$ cat config.mk
export PLATFORM = sky130hd
export DESIGN_NAME = bcd_display_mux
export DESIGN_NICKNAME = d
export VERILOG_FILES = /design/src/rtl/bcd_display_mux.sv
export SDC_FILE = /design/constraint.sdc
export NUM_CORES = 1
export LEC_CHECK = 0
export CAP_MARGIN = 20
export CORE_MARGIN = 2
export CORE_UTILIZATION = 58
export DETAILED_ROUTE_END_ITERATION = 16
export PLACE_DENSITY = 0.79
export REMOVE_ABC_BUFFERS = 1
export SKIP_LAST_GASP = 1
export SLEW_MARGIN = 40
export SYNTH_ARGS = -nofsm -noshare
export SYNTH_HDL_FRONTEND = slang
export SYNTH_SLANG_ARGS = --single-unit
$ cat constraint.sdc
create_clock -name clk -period 3.65 [get_ports clk]
set_input_delay 0.365 -clock clk [delete_from_list [all_inputs] [get_ports clk]]
set_output_delay 0.365 -clock clk [all_outputs]
set_load 0.01 [all_outputs]
$ cat src/rtl/bcd_display_mux.sv
// Two-digit multiplexed BCD display driver with a blank "flash" period after each hundreds carry.
// Optional macro BCD_DISP_LZB_EN blanks the tens digit when it is zero.
module bcd_display_mux #(
  parameter int unsigned REFRESH_DIV  = 4,
  parameter int unsigned FLASH_CYCLES = 16
) (
  input  logic       clk,
  input  logic       reset,
  input  logic [3:0] count10,
  input  logic [3:0] count100,
  input  logic       carry100,
  output logic [6:0] seg,
  output logic [1:0] an,
  output logic       flash
);

  localparam logic [15:0] RC_LAST = 16'(REFRESH_DIV - 1);
  localparam logic [15:0] FC_LOAD = 16'(FLASH_CYCLES - 1);
  localparam logic [6:0]  SEG_OFF = 7'b1111111;

  typedef enum logic {ST_SCAN, ST_FLASH} state_t;

  state_t      state_q, state_d;
  logic [15:0] rc_q, rc_d;
  logic [15:0] fcnt_q, fcnt_d;
  logic        run_q, run_d;
  logic        sel_q, sel_d;
  logic [3:0]  sh10_q, sh10_d;
  logic [3:0]  sh100_q, sh100_d;
  logic [6:0]  seg_q, seg_d;
  logic [1:0]  an_q, an_d;
  logic        flash_q, flash_d;
  logic        wrap;

  function automatic logic [6:0] decode(input logic [3:0] d);
    logic [6:0] s;
    case (d)
      4'd0:    s = 7'b1000000;
      4'd1:    s = 7'b1111001;
      4'd2:    s = 7'b0100100;
      4'd3:    s = 7'b0110000;
      4'd4:    s = 7'b0011001;
      4'd5:    s = 7'b0010010;
      4'd6:    s = 7'b0000010;
      4'd7:    s = 7'b1111000;
      4'd8:    s = 7'b0000000;
      4'd9:    s = 7'b0010000;
      default: s = 7'b0111111;
    endcase
    return s;
  endfunction

  always_comb begin
    run_d   = 1'b1;
    rc_d    = rc_q;
    sel_d   = sel_q;
    sh10_d  = sh10_q;
    sh100_d = sh100_q;
    state_d = state_q;
    fcnt_d  = fcnt_q;
    an_d    = 2'b11;
    seg_d   = SEG_OFF;
    flash_d = 1'b0;

    // The first edge after reset holds rc at 0 so the opening ones slot is a full REFRESH_DIV long.
    wrap = run_q && (rc_q == RC_LAST);
    if (run_q) rc_d = wrap ? 16'd0 : rc_q + 16'd1;
    if (wrap) begin
      sel_d = ~sel_q;
      if (sel_q) begin
        sh10_d  = count10;
        sh100_d = count100;
      end
    end

    case (state_q)
      ST_SCAN: begin
        if (carry100) begin
          state_d = ST_FLASH;
          fcnt_d  = FC_LOAD;
        end
      end
      ST_FLASH: begin
        if (carry100)            fcnt_d  = FC_LOAD;
        else if (fcnt_q == 16'd0) state_d = ST_SCAN;
        else                     fcnt_d  = fcnt_q - 16'd1;
      end
      default: state_d = ST_SCAN;
    endcase

    // Outputs are derived from next-state values so an/seg change on the same edge as sel.
    if (state_d == ST_FLASH) begin
      flash_d = 1'b1;
    end else if (!sel_d) begin
      an_d  = 2'b10;
      seg_d = decode(sh10_d);
    end else begin
`ifdef BCD_DISP_LZB_EN
      if (sh100_d != 4'd0) begin
        an_d  = 2'b01;
        seg_d = decode(sh100_d);
      end
`else
      an_d  = 2'b01;
      seg_d = decode(sh100_d);
`endif
    end
  end

  always_ff @(posedge clk) begin
    if (!reset) begin
      state_q <= ST_SCAN;
      rc_q    <= 16'd0;
      fcnt_q  <= 16'd0;
      run_q   <= 1'b0;
      sel_q   <= 1'b0;
      sh10_q  <= 4'd0;
      sh100_q <= 4'd0;
      an_q    <= 2'b11;
      seg_q   <= SEG_OFF;
      flash_q <= 1'b0;
    end else begin
      state_q <= state_d;
      rc_q    <= rc_d;
      fcnt_q  <= fcnt_d;
      run_q   <= run_d;
      sel_q   <= sel_d;
      sh10_q  <= sh10_d;
      sh100_q <= sh100_d;
      an_q    <= an_d;
      seg_q   <= seg_d;
      flash_q <= flash_d;
    end
  end

  assign seg   = seg_q;
  assign an    = an_q;
  assign flash = flash_q;

endmodule

* Word level (Yosys, flattened, before mapping)
Memory sizes are Yosys's and may differ from the RTL's.
Cells that the tools add are included.
** Operators by class
- $add $sub $neg :: 2
- Muxes and demuxes :: 18
- Bitwise gates (word level) :: 3
- Reductions and logical operators :: 4
- Equal/unequal tests :: 3
** Operator list (number)
- 2-to-1 mux 16 bit :: 4
- case mux 16 bit (2 select lines) :: 1
- adder 16 x 1 -> 16 bit (second input constant) :: 1
- equality test 16 x 2 -> 1 bit (second input constant) :: 1
- logical NOT 16 bit :: 1
- 2-to-1 mux 4 bit :: 4
- subtractor 16 x 1 -> 16 bit (second input constant) :: 1
- 2-to-1 mux 7 bit :: 1
- 2-to-1 mux 1 bit :: 6
- != test 3 bit (second input constant) :: 1
- NOT 1 bit :: 3
- 2-to-1 mux 2 bit :: 1
- != test 2 bit (second input constant) :: 1
- case mux 1 bit (2 select lines) :: 1
- AND reduction 2 bit :: 1
- OR reduction 2 bit :: 1
- logical AND 1 bit :: 1
** Word-level totals
- Bits in read-only memories :: 224
- Word-level logic and storage cells :: 42
- Memories kept :: 2
- Output and inout port bits :: 10
- Flip-flop bits (word level) :: 53
** Memories
- (name not given) :: words 16, bits a word 7, read ports 1, clocked after memory_dff 0, write ports 0, RTL line 37 : case (d)
- (name not given) :: words 16, bits a word 7, read ports 1, clocked after memory_dff 0, write ports 0, RTL line 37

* Longest topological paths before layout
- Depth after elaboration :: 5
- Depth in mapped cells :: 12
- Depth with buffers taken out :: 11

* Least setup slack after synthesis
OpenSTA, ideal clock, no wires.
- Path type :: reg-to-reg
- Start point :: register rc_q[0]
- End point :: register seg_q[1], in the netlist seg[1]
- Library setup time :: 0.116 ns
- Setup slack :: 0.655 ns
- Period minus slack after synthesis :: 2.995 ns
- Stages on the path, launching flop included :: 11
- Path buffers :: 1
- Required time :: 3.534 ns
- Arrival :: 2.880 ns
- Cells stage by stage :: dfxtp_1 ha_1 or4bb_1 nor4_1 nand2_1 clkbuf_1 mux2_2 ha_1 o21ai_0 a211o_1 a31o_1
** On the way
- Longest elaborated chain between the ends :: 5
** RTL lines
- from (decl) :: RTL line 24 : logic [15:0] rc_q, rc_d;
- from (signal assigned) :: RTL line 124 : rc_q <= rc_d;
- equality test 16 x 2 -> 1 bit * :: RTL line 66 : wrap = run_q && (rc_q == RC_LAST);
- logical AND 1 bit * :: RTL line 66
- 2-to-1 mux 4 bit :: RTL line 68 : if (wrap) begin
- memory read (16 x 7 bit)
- 2-to-1 mux 7 bit * :: RTL line 94 : end else if (!sel_d) begin
- to (signal assigned) :: RTL line 131 : seg_q <= seg_d;
- to (decl) :: RTL line 30 : logic [6:0] seg_q, seg_d;
Every way passes the cells marked *; elsewhere a longest branch is shown, timed or not.
A chain may end at the register's enable or synchronous reset.

* Worst setup path in the final report
Ends and elaborated chain as after synthesis.

==> reports/results.txt <==
Status = finished, final reports clean
CP bufs+invs = 0
Final WS setup = 0.5153 ns
Initial Util = 0.6022
DPL Wire Length = 4.112 mm
Cell Area, Synth = 0.002640 sq mm
Register area = 0.001041 sq mm
Top-area cell type share of the netlist area = 0.3943
Slew @ Worst Pin = 0.7104 ns
Io pins = 21
Synth Register Bits = 52
Total CTS buffers = 5
Largest family of logic cells by synthesized area = simple AND/OR/NAND/NOR gates
CP Launch Type = flop
Avg WL per Cell = 14.38 microns
TritonCTS clock tree = yes
Layout cells sized above 1 = 0.06528
Worst Hold End = fcnt_q[14]
Row count = 24
Final ANT Viol Nets = 0
Skew final = 0.01053 ns
# resized after CTS = 0
Asr flop ratio synth = 0
Cell mode on critical path = ha_1
Drt total wl = 5.592 mm
Global Route Usage Sum = 0.2315
Die Wd = 71.47 microns
FILL cells = 376
Root cell of the clock tree = clkbuf_8
Antenna diodes = 0
Clk_lat worst skew = 0.31 ns
Critical Path RT = 3.87 ns
Fin Setup TNS = 0 ns
Most used DFF post-synth = dfxtp_1
Final period util = 0.8588
Compound-Gate Fraction of Synth Area = 0.1441
Cell area after layout = 0.002978 sq mm
Fin util = 0.6792
Initial antenna violation count = 0
Hold_sp = fcnt_q[14]
Peak VDD IR = 0.0002832 V
GR Overflow Total = 0
Number of detailed-route iterations in the first pass = 4
Cts hold-fix bufs = 0
Syn Inst Count = 315
Nets = 355
Die H = 71.47 microns
Crit Path Class = flop to flop
DRC = 0
Netlist cell types = 53
Gpl congestion = 0.8893
Die footprint = 0.005107 sq mm
Hold crit path type = flop to flop
Final min period = 3.135 ns
Critical path arrival = 3.35 ns
CP max-delay cell = or4bb_1
Reg2Reg Depth = 9
Max Cap Viol = 0
Slew Viols, Final = 0
Critical-path cell list = ha_1 -> or4bb_1 -> nor4_1 -> nand2_1 -> mux2_2 -> ha_1 -> o21ai_0 -> a211o_1 -> a31o_1
Area of the multi-input gates = 0.001508 sq mm
Slowest stage delay, CP = 0.51 ns
Tot Pwr = 1.071 mW
Crit. End Element = flop
Clk buf depth = 2
Synth Area in XOR/XNOR = 0.07251
Leak = 1.221 nW
Placed insts = 381
DRT iter0 DRCs = 194
Core region area = 0.004384 sq mm
First-pass GRT wire length = 9.487 mm
Clock-pin slew on the worst setup and hold paths = 0.10 ns
Syn Area/Cell = 8.381 sq um
Post-Synth Simple-Gate Area = 0.2526
Post-CTS Setup Repair Bufs = 0
Cells on Worst Hold Path = 2
Reg-to-Reg End = seg[1]
Number of global-route vias before repair = 2131
Buffers on Ports = 20
Avg Vias per Cell = 5.884
Hold Vio Cnt, Final = 0
Area leader, netlist = dfxtp_1
Layout area overhead = 12.80%
Mux contribution to synthesized area = 0.06398
Non-Filler Instances = 389
H-tree Lvls = 2
Largest cells by area after synthesis = dfxtp_1, nor2_1, xor2_1, a21oi_1, nand2_1
Final setup fails = 0
Adder-cell area share of the yosys netlist = 0.03791
Max Fclk = 319.0 MHz
Post-synthesis sequential area ratio = 0.3943
Critical path peak fanout = 12
Worst r2r src = rc_q[0]
Largest net degree at the start of global routing = 20
Slew HR = 0.5220
Placement Cell Area = 0.002885 sq mm
PD cells = 359.6 mW/mm^2
Worst slack at placement = 0.5240 ns
Hold WS = 0.4614 ns
R2r setup slk = 0.52 ns
Synth warn = 0
Total number of vias = 2289
Unrepaired setup endpoints after global routing = false
Cell family with most CP delay = simple AND/OR/NAND/NOR gates
Number of synthesized flops with an enable pin = 0
CTS Sinks = 52
report_power, final:
part | internal, mW | leakage (nW) | total [mW] | switching (mW)
Combinational | 0.0593 | 0.757 | 0.129 | 0.0692
Clock | 0.136 | 0.0404 | 0.341 | 0.204
Sequential | 0.585 | 0.423 | 0.602 | 0.0162
Total | 0.781 | 1.22 | 1.07 | 0.290
cell usage after synthesis (2+ instances only):
library cell and count:
or2_2 2, nand2_1 28, nor3_1 3, nand3b_1 4, o211ai_1 2, a2bb2oi_1 2
inv_1 12, xor2_1 17, nor4_1 5, o41ai_1 4, mux2_2 3, nand3_1 10
nor2b_1 5, ha_1 8, xnor2_1 3, clkbuf_1 6, mux2i_1 9, nand4b_1 2
nand4_1 5, nand2b_1 4, or4_1 5, nor2_1 51, o21ai_0 19, dfxtp_1 52
a311oi_1 2, a21oi_1 22, or3_1 3, mux2_1 2
placed cells by master, fill, tap and decap left out, drive strengths merged, types with 5 or more instances in the layout:
master and instances:
nor4 5, nand4 5, xor2 17, nor2b 5, mux2i 10, or4 5, dfxtp 52, nand3 10
mux2 5, a21oi 22, clkdlybuf4s50 20, o21ai 20, nand2 28, inv 12, nor2 51, ha 8
clkbuf 5
worst min-delay path: stages, from the launching register on:
cell     delay [ns]
dfxtp_1        0.32
nand2_1        0.05
a21oi_1        0.05
layout make-up:
class / count / area share
Inverter: 13 / 0.01639
Timing Repair Buffer: 23 / 0.07479
Multi-Input combinational cell: 241 / 0.5063
Sequential cell: 52 / 0.3496
Clock buffer: 5 / 0.02311
Clock inverter: 3 / 0.007983
Tap cell: 52 / 0.02185
per-layer routing:
metal	vias to the layer above	wire, microns	global-route usage	part of all wire
met5	-	0	0	0
met4	0	182	0.09853	0.033
met3	14	275	0.04360	0.049
met2	63	2497	0.3642	0.45
met1	1053	2637	0.3121	0.47
li1	1159	-	-	-
worst max-delay path by stage:
stage          startpoint  endpoint  cells past startpoint
6_report          rc_q[0]    seg[1]                      9
5_1_grt           rc_q[0]    seg[1]                      9
4_1_cts           rc_q[0]    seg[1]                      9
3_5_place_dp      rc_q[0]    seg[1]                      9
3_3_place_gp      rc_q[0]    seg[1]                      9
2_1_floorplan     rc_q[0]    seg[1]                      9
cells by family (layout without fill, tap and decap cells):
| logic type | after synthesis | in the layout |
|---|---|---|
| adders and majority gates | 8 | 8 |
| xor gates and xnor gates | 21 | 21 |
| buffers and inverters | 22 | 44 |
| DFF | 52 | 52 |
| and+or+nand+nor | 135 | 135 |
| AOI/OAI and AO/OA | 62 | 62 |
| muxes | 15 | 15 |
flip-flops by register name, indices dropped and copies added (netlist names):
register and cells:
an 2, seg 7, run_q 1, sh100_q 4, state_q 1, sel_q 1
rc_q 16, sh10_q 4, fcnt_q 16
Note: power is estimated with default switching activity, not from simulation.
